### src/rtl/bft_leaf_port_if.sv
// Client stream and switch-facing flit signals of a BFT leaf port.
// The slave modport is the endpoint's view; master is the client/switch side.
interface bft_leaf_port_if #(
  parameter int num_leaves = 8,
  parameter int payload_sz = 32
);
  localparam int addr_w = $clog2(num_leaves);
  localparam int p_sz   = 1 + addr_w + payload_sz;

  logic                  din_valid;
  logic                  din_ready;
  logic [addr_w-1:0]     din_addr;
  logic [payload_sz-1:0] din_data;
  logic [p_sz-1:0]       bus_o;
  logic [p_sz-1:0]       bus_i;
  logic                  dout_valid;
  logic                  dout_ready;
  logic [payload_sz-1:0] dout_data;
  logic                  rx_overflow;
  logic                  tx_self_err;
  logic [15:0]           drop_cnt;

  modport slave (
    input  din_valid, din_addr, din_data, bus_i, dout_ready,
    output din_ready, bus_o, dout_valid, dout_data, rx_overflow, tx_self_err, drop_cnt
  );

  modport master (
    output din_valid, din_addr, din_data, bus_i, dout_ready,
    input  din_ready, bus_o, dout_valid, dout_data, rx_overflow, tx_self_err, drop_cnt
  );
endinterface

### src/rtl/bft_leaf_port.sv
// Leaf endpoint of a BFT network: packetizes a client stream onto bus_o and
// buffers flits from bus_i into a show-ahead stream, counting every rx loss.
module bft_leaf_port #(
  parameter int num_leaves = 8,
  parameter int payload_sz = 32,
  parameter int this_addr  = 0,
  parameter int p_sz       = 1 + $clog2(num_leaves) + payload_sz,
  parameter int tx_depth   = 4,
  parameter int rx_depth   = 8
) (
  input logic             clk,
  input logic             reset,
  bft_leaf_port_if.slave  port
);
  localparam int addr_w = $clog2(num_leaves);
  localparam int tx_aw  = $clog2(tx_depth);
  localparam int rx_aw  = $clog2(rx_depth);
  localparam logic [addr_w-1:0] self_addr = addr_w'(this_addr);

  typedef struct packed {
    logic [addr_w-1:0]     addr;
    logic [payload_sz-1:0] data;
  } tx_entry_t;

  // ---------------- TX path ----------------
  tx_entry_t        tx_mem [tx_depth];
  logic [tx_aw:0]   tx_wr_q, tx_wr_d, tx_rd_q, tx_rd_d;
  logic             din_ready_q, din_ready_d;
  logic [p_sz-1:0]  bus_o_q, bus_o_d;
  logic             tx_self_err_q, tx_self_err_d;
  logic             tx_empty, tx_push, tx_pop, tx_accept, self_hit;

  // ---------------- RX path ----------------
  logic [payload_sz-1:0] rx_mem [rx_depth];
  logic [p_sz-1:0]  rx_q, rx_d;
  logic [rx_aw:0]   rx_wr_q, rx_wr_d, rx_rd_q, rx_rd_d;
  logic             rx_overflow_q, rx_overflow_d;
  logic [15:0]      drop_cnt_q, drop_cnt_d;
  logic             rx_valid, rx_hit, rx_empty, rx_full, rx_push, rx_pop, rx_drop, rx_ovf_evt;
  logic [addr_w-1:0] rx_addr;

  always_comb begin
    // NOTE: every always_comb output gets a value up front so no path can infer a latch.
    self_hit  = port.din_addr == self_addr;
    tx_accept = port.din_valid && din_ready_q;
    tx_push   = tx_accept && !self_hit;
    tx_empty  = tx_wr_q == tx_rd_q;
    tx_pop    = !tx_empty;
    tx_wr_d   = tx_wr_q + {{tx_aw{1'b0}}, tx_push};
    tx_rd_d   = tx_rd_q + {{tx_aw{1'b0}}, tx_pop};
    // Ready is registered from next-state pointers so it equals "not full" without a comb path.
    din_ready_d = !((tx_wr_d[tx_aw] != tx_rd_d[tx_aw]) &&
                    (tx_wr_d[tx_aw-1:0] == tx_rd_d[tx_aw-1:0]));
    bus_o_d       = tx_empty ? '0 : {1'b1, tx_mem[tx_rd_q[tx_aw-1:0]]};
    tx_self_err_d = tx_self_err_q | (tx_accept && self_hit);

    rx_d       = port.bus_i;
    rx_valid   = rx_q[p_sz-1];
    rx_addr    = rx_q[p_sz-2 -: addr_w];
    rx_hit     = rx_valid && (rx_addr == self_addr);
    rx_empty   = rx_wr_q == rx_rd_q;
    rx_full    = (rx_wr_q[rx_aw] != rx_rd_q[rx_aw]) &&
                 (rx_wr_q[rx_aw-1:0] == rx_rd_q[rx_aw-1:0]);
    rx_pop     = !rx_empty && port.dout_ready;
    // A same-cycle pop frees the slot the incoming flit needs.
    rx_push    = rx_hit && (!rx_full || rx_pop);
    rx_ovf_evt = rx_hit && rx_full && !rx_pop;
    rx_drop    = rx_ovf_evt || (rx_valid && !rx_hit);
    rx_wr_d    = rx_wr_q + {{rx_aw{1'b0}}, rx_push};
    rx_rd_d    = rx_rd_q + {{rx_aw{1'b0}}, rx_pop};
    rx_overflow_d = rx_overflow_q | rx_ovf_evt;
    drop_cnt_d    = (rx_drop && drop_cnt_q != 16'hFFFF) ? drop_cnt_q + 16'd1 : drop_cnt_q;
  end

  // NOTE: state uses non-blocking assignments so every flop samples pre-edge values.
  always_ff @(posedge clk or posedge reset) begin
    if (reset) begin
      tx_wr_q       <= '0;
      tx_rd_q       <= '0;
      din_ready_q   <= 1'b0;
      bus_o_q       <= '0;
      tx_self_err_q <= 1'b0;
      rx_q          <= '0;
      rx_wr_q       <= '0;
      rx_rd_q       <= '0;
      rx_overflow_q <= 1'b0;
      drop_cnt_q    <= '0;
    end else begin
      tx_wr_q       <= tx_wr_d;
      tx_rd_q       <= tx_rd_d;
      din_ready_q   <= din_ready_d;
      bus_o_q       <= bus_o_d;
      tx_self_err_q <= tx_self_err_d;
      rx_q          <= rx_d;
      rx_wr_q       <= rx_wr_d;
      rx_rd_q       <= rx_rd_d;
      rx_overflow_q <= rx_overflow_d;
      drop_cnt_q    <= drop_cnt_d;
    end
  end

  // NOTE: FIFO storage is deliberately not reset; the pointers alone decide what is valid.
  always_ff @(posedge clk) begin
    if (tx_push) tx_mem[tx_wr_q[tx_aw-1:0]] <= '{addr: port.din_addr, data: port.din_data};
    if (rx_push) rx_mem[rx_wr_q[rx_aw-1:0]] <= rx_q[payload_sz-1:0];
  end

  assign port.din_ready   = din_ready_q;
  assign port.bus_o       = bus_o_q;
  assign port.tx_self_err = tx_self_err_q;
  assign port.dout_valid  = !rx_empty;
  // Masked when empty so stale storage never leaks out after reset.
  assign port.dout_data   = rx_empty ? '0 : rx_mem[rx_rd_q[rx_aw-1:0]];
  assign port.rx_overflow = rx_overflow_q;
  assign port.drop_cnt    = drop_cnt_q;
endmodule
### src/flat_wrapper.sv
// flat-port wrapper written by rule: the top's interface ports become plain ports
module bft_leaf_port_flat 
#(
  parameter int num_leaves = 8,
  parameter int payload_sz = 32,
  parameter int this_addr  = 0,
  parameter int p_sz       = 1 + $clog2(num_leaves) + payload_sz,
  parameter int tx_depth   = 4,
  parameter int rx_depth   = 8
)
  (clk, reset, port_din_valid, port_din_addr, port_din_data, port_bus_i, port_dout_ready, port_din_ready, port_bus_o, port_dout_valid, port_dout_data, port_rx_overflow, port_tx_self_err, port_drop_cnt);
  bft_leaf_port_if #(.num_leaves(num_leaves), .payload_sz(payload_sz)) port_i ();
  input logic clk;
  input logic reset;
  input wire logic [$bits(port_i.din_valid)-1:0] port_din_valid;
  input wire logic [$bits(port_i.din_addr)-1:0] port_din_addr;
  input wire logic [$bits(port_i.din_data)-1:0] port_din_data;
  input wire logic [$bits(port_i.bus_i)-1:0] port_bus_i;
  input wire logic [$bits(port_i.dout_ready)-1:0] port_dout_ready;
  output wire logic [$bits(port_i.din_ready)-1:0] port_din_ready;
  output wire logic [$bits(port_i.bus_o)-1:0] port_bus_o;
  output wire logic [$bits(port_i.dout_valid)-1:0] port_dout_valid;
  output wire logic [$bits(port_i.dout_data)-1:0] port_dout_data;
  output wire logic [$bits(port_i.rx_overflow)-1:0] port_rx_overflow;
  output wire logic [$bits(port_i.tx_self_err)-1:0] port_tx_self_err;
  output wire logic [$bits(port_i.drop_cnt)-1:0] port_drop_cnt;
  assign port_i.din_valid = port_din_valid;
  assign port_i.din_addr = port_din_addr;
  assign port_i.din_data = port_din_data;
  assign port_i.bus_i = port_bus_i;
  assign port_i.dout_ready = port_dout_ready;
  assign port_din_ready = port_i.din_ready;
  assign port_bus_o = port_i.bus_o;
  assign port_dout_valid = port_i.dout_valid;
  assign port_dout_data = port_i.dout_data;
  assign port_rx_overflow = port_i.rx_overflow;
  assign port_tx_self_err = port_i.tx_self_err;
  assign port_drop_cnt = port_i.drop_cnt;
  bft_leaf_port #(.num_leaves(num_leaves), .payload_sz(payload_sz), .this_addr(this_addr), .p_sz(p_sz), .tx_depth(tx_depth), .rx_depth(rx_depth)) u_core (.clk(clk), .reset(reset), .port(port_i));
endmodule
### config.mk
export PLATFORM = sky130hd
export DESIGN_NAME = bft_leaf_port_flat
export DESIGN_NICKNAME = d
export VERILOG_FILES = /design/src/rtl/bft_leaf_port_if.sv /design/src/rtl/bft_leaf_port.sv /design/src/flat_wrapper.sv
export SDC_FILE = /design/constraint.sdc
export NUM_CORES = 1
export LEC_CHECK = 0
export ABC_AREA = 1
export BUFFER_PORTS_ARGS = -buffer_cell sky130_fd_sc_hd__buf_4
export CAP_MARGIN = 20
export CORE_MARGIN = 1.5
export CORE_UTILIZATION = 45
export CTS_CLUSTER_DIAMETER = 80
export CTS_CLUSTER_SIZE = 20
export DETAILED_ROUTE_END_ITERATION = 10
export GPL_ROUTABILITY_DRIVEN = 0
export PLACE_DENSITY = 0.69
export SLEW_MARGIN = 20
export SYNTH_ARGS = -nofsm -noshare
export SYNTH_HDL_FRONTEND = slang
export SYNTH_SLANG_ARGS = --single-unit
### constraint.sdc
create_clock -name clk -period 7.4 [get_ports clk]
set_input_delay 0.37 -clock clk [delete_from_list [all_inputs] [get_ports clk]]
set_output_delay 0.37 -clock clk [all_outputs]
set_load 0.03 [all_outputs]
== Yosys cells after proc, flatten, opt, wreduce, memory -nomap -nowiden ==
Memories as Yosys holds them, arrays and structs flattened.
Index checks and enable logic that the tools add are counted.

* $add $sub $neg: 5
* Equality and inequality tests: 7
* Muxes and demuxes: 6
* Bitwise logic cells: 2
* Reductions and logical operators: 23

{| class="wikitable"
|+ Operators with widths
! kind !! number
|-
| 36-bit two-way mux || 1
|-
| 32-bit two-way mux || 1
|-
| 16-bit by 1-bit adder with 16-bit output (second input constant) || 1
|-
| 16-bit inequality test (second input constant) || 1
|-
| 1-bit logical AND || 12
|-
| 4-bit by 1-bit adder with 4-bit output || 2
|-
| 1-bit logical NOT || 7
|-
| 3-bit by 1-bit adder with 3-bit output || 2
|-
| 3-bit equality test || 2
|-
| 3-bit logical NOT || 2
|-
| 4-bit equality test || 1
|-
| 1-bit two-way mux || 4
|-
| 2-bit equality test || 1
|-
| 1-bit logical OR || 2
|-
| 1-bit inequality test || 2
|-
| 1-bit bitwise OR || 2
|}

* Flip-flop bits (word level): 105
* RAM bits: 396
* Output and inout bits: 88
* Logic and storage cells: 55
* Memories kept: 2

{| class="wikitable"
|+ Memory list
! memory !! words !! width !! rd ports !! clocked after Yosys merged registers in !! wr ports !! line !! text
|-
| u_core.rx_mem || 8 || 32 || 1 || 0 || 1 || bft_leaf_port.sv:34 || <nowiki>logic [payload_sz-1:0] rx_mem [rx_depth];</nowiki>
|-
| u_core.tx_mem || 4 || 35 || 1 || 0 || 1 || bft_leaf_port.sv:26 || <nowiki>tx_entry_t tx_mem [tx_depth];</nowiki>
|}

== Depth between registers and ports, before layout ==
Gate-level depths: netlist of run 1.

* Depth after elaboration: 7
* Mapped depth: 11

== Worst setup path before layout of run 1 ==
No wires, ideal clock.

* Kind: reg2reg
* Start: register u_core.din_ready_q, in the netlist u_core.port.din_ready
* End: memory u_core.tx_mem[2][0] in the netlist's numbering (enable)
* Library setup time: 471 ps
* Arrival: 3147 ps
* Slack: 3782 ps
* Cell stages (with the launch flop): 3
* Buffers on the path: 0
* Clock period less this slack: 3618 ps
* Path through: dfrtp_1 > nand3_1 > nor3_1

* Longest elaborated chain between the ends: 4

{| class="wikitable"
|+ Ends and longest elaborated chain
! element !! line !! text
|-
| from (decl) || bft_leaf_port.sv:28 || <nowiki>logic din_ready_q, din_ready_d;</nowiki>
|-
| from (signal assigned) || bft_leaf_port.sv:91 || <nowiki>din_ready_q <= din_ready_d;</nowiki>
|-
| 1-bit logical AND || bft_leaf_port.sv:45 || <nowiki>tx_accept = port.din_valid && din_ready_q;</nowiki>
|-
| 1-bit logical AND || bft_leaf_port.sv:46 || <nowiki>tx_push = tx_accept && !self_hit;</nowiki>
|-
| 1-bit two-way mux || bft_leaf_port.sv:104 || <nowiki>if (tx_push) tx_mem[tx_wr_q[tx_aw-1:0]] <= '{addr: port.din_addr, data: port.din_data};</nowiki>
|-
| 1-bit two-way mux (implied by the code) || bft_leaf_port.sv:104 ||
|-
| to (decl) || bft_leaf_port.sv:26 ||
|}

Every way passes these cells.

== Worst setup path after layout of run 1 ==
* Start: register u_core.rx_rd_q[0]
* End: output port_dout_data[28]

* Longest elaborated chain between the ends: 2
* Elaborated cells on any way between the ends: 3

{| class="wikitable"
|+ Ends and longest elaborated chain
! element !! line !! text
|-
| from (decl) || bft_leaf_port.sv:36 || <nowiki>logic [rx_aw:0] rx_wr_q, rx_wr_d, rx_rd_q, rx_rd_d;</nowiki>
|-
| from (signal assigned) || bft_leaf_port.sv:96 || <nowiki>rx_rd_q <= rx_rd_d;</nowiki>
|-
| memory read 8 x 32 bit / 4-bit equality test (equally long branches) || -- ||
|-
| 32-bit two-way mux * || bft_leaf_port.sv:113 || <nowiki>assign port.dout_data = rx_empty ? '0 : rx_mem[rx_rd_q[rx_aw-1:0]];</nowiki>
|-
| to (decl) || flat_wrapper.sv:23 || <nowiki>output wire logic [$bits(port_i.dout_data)-1:0] port_dout_data;</nowiki>
|}

Every way passes the cells marked *; elsewhere a longest branch is shown, timed or not.

==> results.py, run 1 <==
metrics = {
    "worst_hold_path": {
        "worstHoldPathType": "input port to flip-flop",
    },
    "global_routing": {
        "track_usage_pct": 18.6,
        "grt_antenna_before_repair": 5,
        "grt_max_degree": 108,
        "grt-ovfl-total": 0,
        "first_global_vias": 11600,
        "grt_first_pass_wirelength_mm": 63.9,
    },
    "clocking": {
        "post_cts_buffers": 0,
        "clock_latency_ns": 0.59,
        "clockBufferDepth": 3,
        "root_buffer": "clkbuf_16",
        "clk_pin_slew_ns": 0.08,
        "cts_resized": 0,
        "cts_tree": "built",
        "h-tree-depth": 1,
        "cts-buffers-inserted": 30,
        "cts.sinks": 501,
    },
    "synthesis": {
        "netlist_area_mm2": 0.0190,
        "synthAdderAreaFrac_pct": 0.592,
        "syn-num-nets": 1542,
        "synth.mux.area_fraction_pct": 0,
        "ys_seq_area_share_pct": 76.3,
        "synth_compound_area_share_pct": 9.05,
        "synth-simple-area-share_pct": 10.0,
        "yosysUniqueCellTypes": 32,
        "syn_area_per_cell_um2": 13.1,
        "synth_top_family_by_area": "simple AND/OR/NAND/NOR gates",
        "ys_warn_count": 0,
        "synthXorXnorAreaFrac_pct": 0.920,
        "ys_ff_latch": 501,
        "synth_cells": 1458,
    },
    "drt": {
        "via_per_inst": 5.27,
        "vias": 11800,
        "ant_nets": 0,
        "firstDrtPassIters": 7,
        "wl_per_cell_um": 18.3,
        "drcViolationCount": 0,
        "drt_iter0_drc": 975,
        "routed_wl_mm": 40.7,
    },
    "sta": {
        "tightestPinTransition_ns": 1.07,
        "fmax_ghz": 0.260,
        "drv_slew": 0,
        "finalSetupViolCount": 0,
        "fin_crit_ns": 3.85,
        "rsz0062_at_grt": "false",
        "period_share_pct": 52.0,
        "max_slew_margin_pct": 28.4,
        "skew_ns": 0.0138,
        "setup_tns_ns": 0,
        "fin_hold_ws_ns": 0.0565,
        "hold_violations": 0,
    },
    "place": {
        "hpwl_mm": 22.9,
        "io_buffers": 162,
        "place_inst": 2099,
    },
    "layout": {
        "fin_cells": 2230,
        "area_growth_pct": 18.0,
        "layout.nets": 1748,
        "fillers": 3413,
        "drive_gt1_share_pct": 14.8,
    },
    "run": {
        "maxCapViolCount": 0,
    },
    "worst_setup_path": {
        "critPathRequiredTime_ns": 7.03,
        "cp.arrival_ns": 3.48,
        "endpoint_kind": "primary output",
        "path_max_fanout": 74,
        "critical_path_class": "flip-flop to primary output",
        "start_kind": "flip-flop",
    },
    "floorplanning": {
        "die_x_um": 209,
        "die_y_um": 209,
        "core_mm2": 0.0419,
        "std_cell_rows": 75,
        "dieArea_mm2": 0.0435,
        "ios": 163,
        "initial_utilization_pct": 45.5,
    },
    "pwr": {
        "vdd_ir_drop_max_uv": 243,
        "leakagePower_nw": 8.35,
        "power_density_mw_per_mm2": 383,
    },
    "outcome": {
        "status": "complete, no violations",
    },
}
==> through the flow <==
step / instance area, um2 / power [mW] / util [%] / setup slack [ns]
2_1_floorplan: 19000 / 5.84 / - / 3.78
3_3_place_gp: 20800 / 6.91 / 49.7 / 4.23
3_5_place_dp: 20800 / 6.96 / 49.7 / 4.15
4_1_cts: 22500 / 8.69 / 53.7 / 3.52
5_1_grt: 22500 / 9.10 / 53.7 / 3.20
6_report: 22500 / 8.61 / 53.7 / 3.55
==> Yosys cell counts <==
master    number  share of area (%)
a21boi_0       1              0.039
a31o_2         1              0.046
and2_4         1              0.046
buf_1          1              0.020
buf_2         17               0.45
buf_4          3               0.12
buf_6          2               0.12
clkbuf_1      57                1.1
clkbuf_2       2              0.053
dfrtp_1      105                 14
edfxtp_1     396                 62
ha_1           9               0.59
inv_1         60                1.2
inv_2          3              0.059
nand2_1      116                2.3
nand2_2        1              0.033
nand2_4        2               0.12
nand3_1       26               0.68
nand3_2        1              0.053
nand3b_1       3               0.12
nand4_1        4               0.13
nor2_1       322                6.4
nor2_2         2              0.066
nor3_1         4               0.11
o21ai_0      190                5.0
o21ai_1        8               0.21
o21bai_1       1              0.039
o22ai_1       64                2.1
o32ai_1       35                1.6
or3_1          1              0.033
xnor2_1        8               0.37
xor2_1        12               0.55
==> layout by cell type (no fill, tap or decap), drive strengths merged, types with 27 or more instances in the layout <==
cell,Yosys,final
edfxtp,396,396
nor2,324,324
o21ai,198,198
buf,23,184
nand2,119,119
dfrtp,105,105
dlygate4sd3,0,72
o22ai,64,64
inv,63,64
clkbuf,59,51
o32ai,35,35
nand3,27,27
==> layout make-up <==
type / instances / area (um2) / share of cell area, %
Timing Repair Buffer: 256 / 2100 / 9.36
Clock inverter: 5 / 45.0 / 0.201
Clock buffer: 51 / 871 / 3.88
Multi-Input combinational cell: 812 / 4000 / 17.8
Sequential cell: 501 / 14500 / 64.7
Antenna cell: 3 / 7.51 / 0.0334
Inverter: 63 / 240 / 1.07
Tap cell: 539 / 674 / 3.00
==> routing by layer <==
| layer | up-vias | track usage [%] | wire, um |
|---|---|---|---|
| met1 | 5766 | 24.6 | 17500 |
| met3 | 61 | 3.83 | 2470 |
| li1 | 5584 | - | - |
| met2 | 333 | 31.8 | 19900 |
| met5 | - | 0 | 34 |
| met4 | 6 | 4.32 | 775 |
==> cell families (layout without fill, tap and decap cells) <==
logic type,count (synthesis),after routing
simple gates,483,483
xor+xnor,20,20
buf+inv,145,375
compound gates,300,300
flops,501,501
fa+ha+maj,9,9
other cells,0,3
==> power breakdown <==
group / switching, mW / leakage (nW) / internal (mW)
Combinational: 2.27 / 3.07 / 1.08
Sequential: 0.174 / 4.84 / 3.39
Clock: 0.886 / 0.435 / 0.810
Total: 3.33 / 8.35 / 5.27
==> repair_timing <==
item / CTS / global route
hold buffers: 72 / 0
hold endpoints to repair: 229 / 0
endpoints found under the setup margin: 0 / 0
==> state kept, by name, summed over array words and instances (netlist names) <==
signal	cells
u_core.port.din_ready	1
u_core.port.tx_self_err	1
u_core.rx_wr_q	4
u_core.tx_rd_q	3
u_core.rx_mem	256
u_core.port.drop_cnt	16
u_core.port.rx_overflow	1
u_core.port.bus_o	36
u_core.rx_rd_q	4
u_core.tx_mem	140
u_core.rx_q	36
u_core.tx_wr_q	3
==> critical path, cell delays in order, from the launching register on <==
cell	delay [ns]
dfrtp_4	0.57
clkinv_2	0.75
nand2_1	0.25
nand2_1	0.09
nor2_2	0.13
and2_4	0.16
nand2_2	0.41
o21ai_0	0.26
nor2_1	0.06
buf_4	0.17
==> worst paths after layout <==
path / start / to / slack, ns / cells after the start
setup / recovery: u_core.rx_rd_q[0] / port_dout_data[28] / 3.55 / 9
hold / removal: port_din_valid / u_core.port.tx_self_err / 0.06 / 3
setup reg to reg: u_core.rx_rd_q[0] / u_core.rx_mem[6][0] / 4.22 / 10
hold reg to reg: u_core.port.tx_self_err / u_core.port.tx_self_err / 0.48 / 1
max in group asynchronous: reset / u_core.rx_rd_q[0] / 5.66 / 4
min in group asynchronous: reset / u_core.port.bus_o[11] / 0.45 / 3
Note: power is estimated with default switching activity, not from simulation.
==> run 2: changes to the inputs <==
PLACE_DENSITY = 0.71   (was 0.69)
clock period = 3.37 ns   (was 7.4 ns; I/O delays follow)
==> results.py, run 2 (synthesis gave the netlist of run 1 again) <==
metrics = {
    "pwr": {
        "power_frac_clock_pct": 21.8,
        "power.switching_mw": 7.61,
        "power_density_mw_per_mm2": 860,
        "leakagePower_nw": 8.51,
        "p_total_mw": 19.6,
        "vdd_ir_drop_max_uv": 679,
        "pwr-share-comb_pct": 38.2,
        "p_seq_share_pct": 40.0,
        "p_sw_share_pct": 38.8,
        "power.internal_mw": 12.0,
    },
    "clocking": {
        "cts_resized": 0,
        "h-tree-depth": 2,
        "cts-buffers-inserted": 34,
        "post_cts_buffers": 0,
        "cts_tree": "built",
        "clock_latency_ns": 0.55,
        "root_buffer": "clkbuf_16",
        "cts.sinks": 501,
        "cts_hold_buf": 74,
        "clk_pin_slew_ns": 0.08,
        "clockBufferDepth": 3,
    },
    "layout": {
        "area_growth_pct": 19.8,
        "largest_reg_flops": 256,
        "final_cell_mix": "396 x edfxtp_1, 314 x nor2_1, 190 x o21ai_0, 185 x buf_4, 116 x nand2_1",
        "drive_gt1_share_pct": 15.5,
        "final_common_cell": "edfxtp_1",
        "layout.nets": 1761,
    },
    "sta": {
        "period_share_pct": 90.9,
        "skew_ns": 0.0170,
        "hold_violations": 0,
        "tightestPinTransition_ns": 0.742,
        "drv_slew": 0,
        "fin_crit_ns": 3.06,
        "fin_hold_ws_ns": 0.261,
        "max_slew_margin_pct": 50.5,
        "fmax_ghz": 0.327,
        "finalSetupViolCount": 0,
        "rsz0062_at_grt": "false",
    },
    "floorplanning": {
        "std_cell_rows": 75,
        "die_y_um": 209,
        "die_x_um": 209,
        "core_mm2": 0.0419,
        "initial_utilization_pct": 45.5,
        "dieArea_mm2": 0.0435,
        "ios": 163,
    },
    "outcome": {
        "status": "complete, no violations",
    },
    "global_routing": {
        "first_global_vias": 11900,
        "grt-ovfl-total": 0,
        "grt_max_degree": 129,
        "grt_antenna_before_repair": 4,
        "track_usage_pct": 19.7,
        "grt_first_pass_wirelength_mm": 66.8,
    },
    "worst_setup_path": {
        "critical_path_class": "flip-flop to primary output",
        "start_kind": "flip-flop",
        "critPathRequiredTime_ns": 3.20,
        "cp.arrival_ns": 2.89,
        "endpoint_kind": "primary output",
        "path_max_fanout": 64,
    },
    "worst_hold_path": {
        "worstHoldPathType": "input port to flip-flop",
    },
    "drt": {
        "drcViolationCount": 0,
        "firstDrtPassIters": 5,
        "ant_nets": 0,
        "vias": 12000,
        "wl_per_cell_um": 19.1,
        "drt_iter0_drc": 1109,
        "via_per_inst": 5.36,
        "routed_wl_mm": 43.0,
    },
    "run": {
        "maxCapViolCount": 0,
    },
    "place": {
        "hpwl_mm": 24.0,
        "io_buffers": 162,
    },
}
==> run 2: cell count changes in the layout (fill, tap and decap cells not counted), moves of 2 or more <==
cell / previous run / this run
clkbuf_8: 2 / 0
dlygate4sd3_1: 72 / 74
buf_12: 0 / 6
clkbuf_16: 31 / 37
clkinv_4: 0 / 2
inv_12: 0 / 3
==> run 2: worst paths after layout <==
check	depth (start not counted)	slack (ns)	start	to
worst min register to register	1	0.49	u_core.port.tx_self_err	u_core.port.tx_self_err
worst max-delay path	7	0.31	u_core.rx_rd_q[1]	port_dout_data[10]
min in group asynchronous	3	0.30	reset	u_core.port.drop_cnt[3]
worst max register to register	9	0.86	u_core.rx_rd_q[1]	u_core.rx_mem[0][28]
max in group asynchronous	4	2.29	reset	u_core.tx_rd_q[1]
worst min-delay path	2	0.26	port_bus_i[33]	u_core.rx_q[33]
==> run 2: metrics by stage <==
step	TNS [ns]	cells	utilization (%)	cell area (um2)	worst slack, ns
after global placement	0	2106	50.1	20900	0.864
after detailed placement	0	2106	50.1	20900	0.876
after global routing	0	2245	54.5	22800	0.116
after CTS	0	2242	54.5	22800	0.283
final	0	2246	54.5	22800	0.307
after floorplan	-34.70	1458	-	19000	-0.248
==> run 2: layout make-up <==
class / instances / area, um2
Sequential cell: 501 / 14500
Antenna cell: 4 / 10.0
Multi-Input combinational cell: 812 / 4000
Clock inverter: 8 / 116
Timing Repair Buffer: 265 / 2250
Fill cell: 3372 / 19000
Tap cell: 539 / 674
Inverter: 63 / 240
Clock buffer: 54 / 990
==> run 2: routing by layer <==
| metal | track usage, % | part of all wire [%] |
|---|---|---|
| met5 | 0 | 0 |
| met4 | 5.37 | 1.8 |
| met3 | 4.28 | 6.5 |
| met2 | 33.2 | 50 |
| met1 | 26.0 | 42 |
==> run 2: power by group through the flow <==
stage / clock network [mW] / registers [mW] / logic, mW
2_1_floorplan: 0 / 8.32 / 4.50
4_1_cts: 4.39 / 7.84 / 7.57
6_report: 4.27 / 7.84 / 7.50
3_3_place_gp: 0 / 7.95 / 7.34
3_5_place_dp: 0 / 7.96 / 7.47
5_1_grt: 4.61 / 7.90 / 8.21
==> run 2: worst max-delay path, cell delays in order, from the launching register on <==
cell and delay [ns]:
dfrtp_2 0.62, inv_1 0.14, buf_4 0.59, o21ai_0 0.23, o22ai_1 0.18, o21ai_0 0.09, nor2_1 0.24, buf_4 0.22
==> run 3: changes to the inputs <==
CELL_PAD_IN_SITES_DETAIL_PLACEMENT = 0   (was unset)
CELL_PAD_IN_SITES_GLOBAL_PLACEMENT = 1   (was unset)
CORE_UTILIZATION = 44   (was 45)
PLACE_DENSITY = 0.81   (was 0.71)
==> results.py, run 3 (synthesis gave the netlist of run 1 again) <==
metrics = {
    "global_routing": {
        "grt_first_pass_wirelength_mm": 63.9,
        "track_usage_pct": 18.4,
        "grt_antenna_before_repair": 5,
        "grt_max_degree": 129,
        "grt-ovfl-total": 0,
        "first_global_vias": 11600,
    },
    "worst_setup_path": {
        "slowest_stage": "buf_4",
        "start_kind": "flip-flop",
        "crit_path_start": "u_core.rx_rd_q[0]",
        "path_max_fanout": 83,
        "reg2reg_from": "u_core.rx_rd_q[2]",
        "critPathRequiredTime_ns": 3.20,
        "crit_chain": "buf_4 > o21ai_0 > o22ai_1 > o21ai_1 > nor2_1 > buf_4",
        "cpMostUsedCell": "buf_4",
        "critical_path_class": "flip-flop to primary output",
        "crit_path_max_incr_delay_ns": 0.65,
        "cp.arrival_ns": 2.66,
        "endpoint_kind": "primary output",
    },
    "drt": {
        "routed_wl_mm": 41.3,
        "drt_iter0_drc": 805,
        "wl_per_cell_um": 18.0,
        "firstDrtPassIters": 5,
        "drcViolationCount": 0,
        "via_per_inst": 5.18,
        "ant_nets": 0,
        "vias": 11900,
    },
    "worst_hold_path": {
        "worstHoldPathType": "input port to flip-flop",
        "min_from": "port_bus_i[11]",
    },
    "clocking": {
        "post_cts_buffers": 0,
        "clockBufferDepth": 3,
        "h-tree-depth": 1,
        "cts_tree": "built",
        "cts-buffers-inserted": 31,
        "cts_hold_buf": 74,
        "root_buffer": "clkbuf_16",
        "clock_latency_ns": 0.58,
        "cts_resized": 0,
        "clk_pin_slew_ns": 0.08,
        "cts.sinks": 501,
    },
    "sta": {
        "drv_slew": 0,
        "fin_crit_ns": 2.83,
        "period_share_pct": 84.0,
        "fmax_ghz": 0.353,
        "max_slew_margin_pct": 42.1,
        "rsz0062_at_grt": "false",
        "finalSetupViolCount": 0,
        "fin_ws_ns": 0.540,
        "skew_ns": 0.0139,
        "hold_violations": 0,
        "tightestPinTransition_ns": 0.864,
    },
    "floorplanning": {
        "die_y_um": 211,
        "std_cell_rows": 76,
        "ios": 163,
        "initial_utilization_pct": 44.4,
        "die_x_um": 211,
        "dieArea_mm2": 0.0445,
        "core_mm2": 0.0429,
    },
    "run": {
        "maxCapViolCount": 0,
    },
    "pwr": {
        "p_seq_share_pct": 40.4,
        "pwr-share-comb_pct": 39.3,
        "vdd_ir_drop_max_uv": 621,
        "power.internal_mw": 11.8,
        "power.switching_mw": 7.39,
        "leakagePower_nw": 8.48,
        "p_sw_share_pct": 38.4,
        "power_density_mw_per_mm2": 843,
        "power_frac_clock_pct": 20.3,
    },
    "place": {
        "io_buffers": 162,
        "post-place-ws_ns": 1.12,
        "hpwl_mm": 24.0,
        "place_area_mm2": 0.0211,
    },
    "layout": {
        "layout.nets": 1766,
        "fin_area_mm2": 0.0228,
        "final_common_cell": "edfxtp_1",
        "final_cell_mix": "396 x edfxtp_1, 314 x nor2_1, 192 x buf_4, 190 x o21ai_0, 116 x nand2_1",
        "largest_reg_flops": 256,
        "area_growth_pct": 19.8,
        "drive_gt1_share_pct": 15.7,
    },
    "outcome": {
        "status": "complete, no violations",
    },
}
run 3: through the flow:
step                util [%]  TNS, ns  hold slack [ns]  total power, mW  std cells
floorplan                  -   -34.70            0.200             12.8       1458
global placement        49.1        0            0.279             15.3       2160
detailed placement      49.1        0            0.280             15.5       2160
CTS                     53.2        0            0.185             19.5       2289
global route            53.2        0            0.211             20.4       2291
finish                  53.2        0            0.229             19.2       2291
run 3: worst paths after layout:
kind	end	slack (ns)	cells after the start
worst min-delay path	u_core.rx_q[11]	0.23	2
max in group asynchronous	u_core.rx_q[5]	2.15	5
min in group asynchronous	u_core.port.drop_cnt[0]	0.27	3
worst max-delay path	port_dout_data[5]	0.54	6
worst max register to register	u_core.rx_mem[2][3]	1.12	8
worst min register to register	u_core.port.tx_self_err	0.48	1
run 3: layout make-up:
| cell class | instances | area, um2 |
|---|---|---|
| flip-flops and latches | 501 | 14500 |
| inverters | 63 | 240 |
| repair buffers | 273 | 2320 |
| diodes | 2 | 5.00 |
| clock buffers | 44 | 825 |
| fillers | 3541 | 20100 |
| well taps | 585 | 732 |
| clock inverters | 11 | 158 |
| multi-input cells | 812 | 4000 |
run 3: critical path: cells and delay by family, from the launching register on:
family | cells | cell delay [ns]
and+or+nand+nor | 1 | 0.26
DFF | 1 | 0.43
buffers and inverters | 2 | 0.87
AOI/OAI and AO/OA | 3 | 0.45
run 3: routing by layer:
layer  up-vias  global-route usage (%)  share of wire, %
met5         -                       0             0.085
met3        54                    3.06               5.7
met1      5874                    24.1                42
li1       5621                       -                 -
met4         6                    4.01               2.0
met2       301                    32.3                50
run 3: power groups by stage:
| stage | clock network [mW] | logic [mW] | registers (mW) |
|---|---|---|---|
| floorplan | 0 | 4.50 | 8.32 |
| global placement | 0 | 7.46 | 7.88 |
| detailed placement | 0 | 7.57 | 7.89 |
| CTS | 4.03 | 7.66 | 7.77 |
| global route | 4.24 | 8.30 | 7.83 |
| finish | 3.91 | 7.56 | 7.77 |
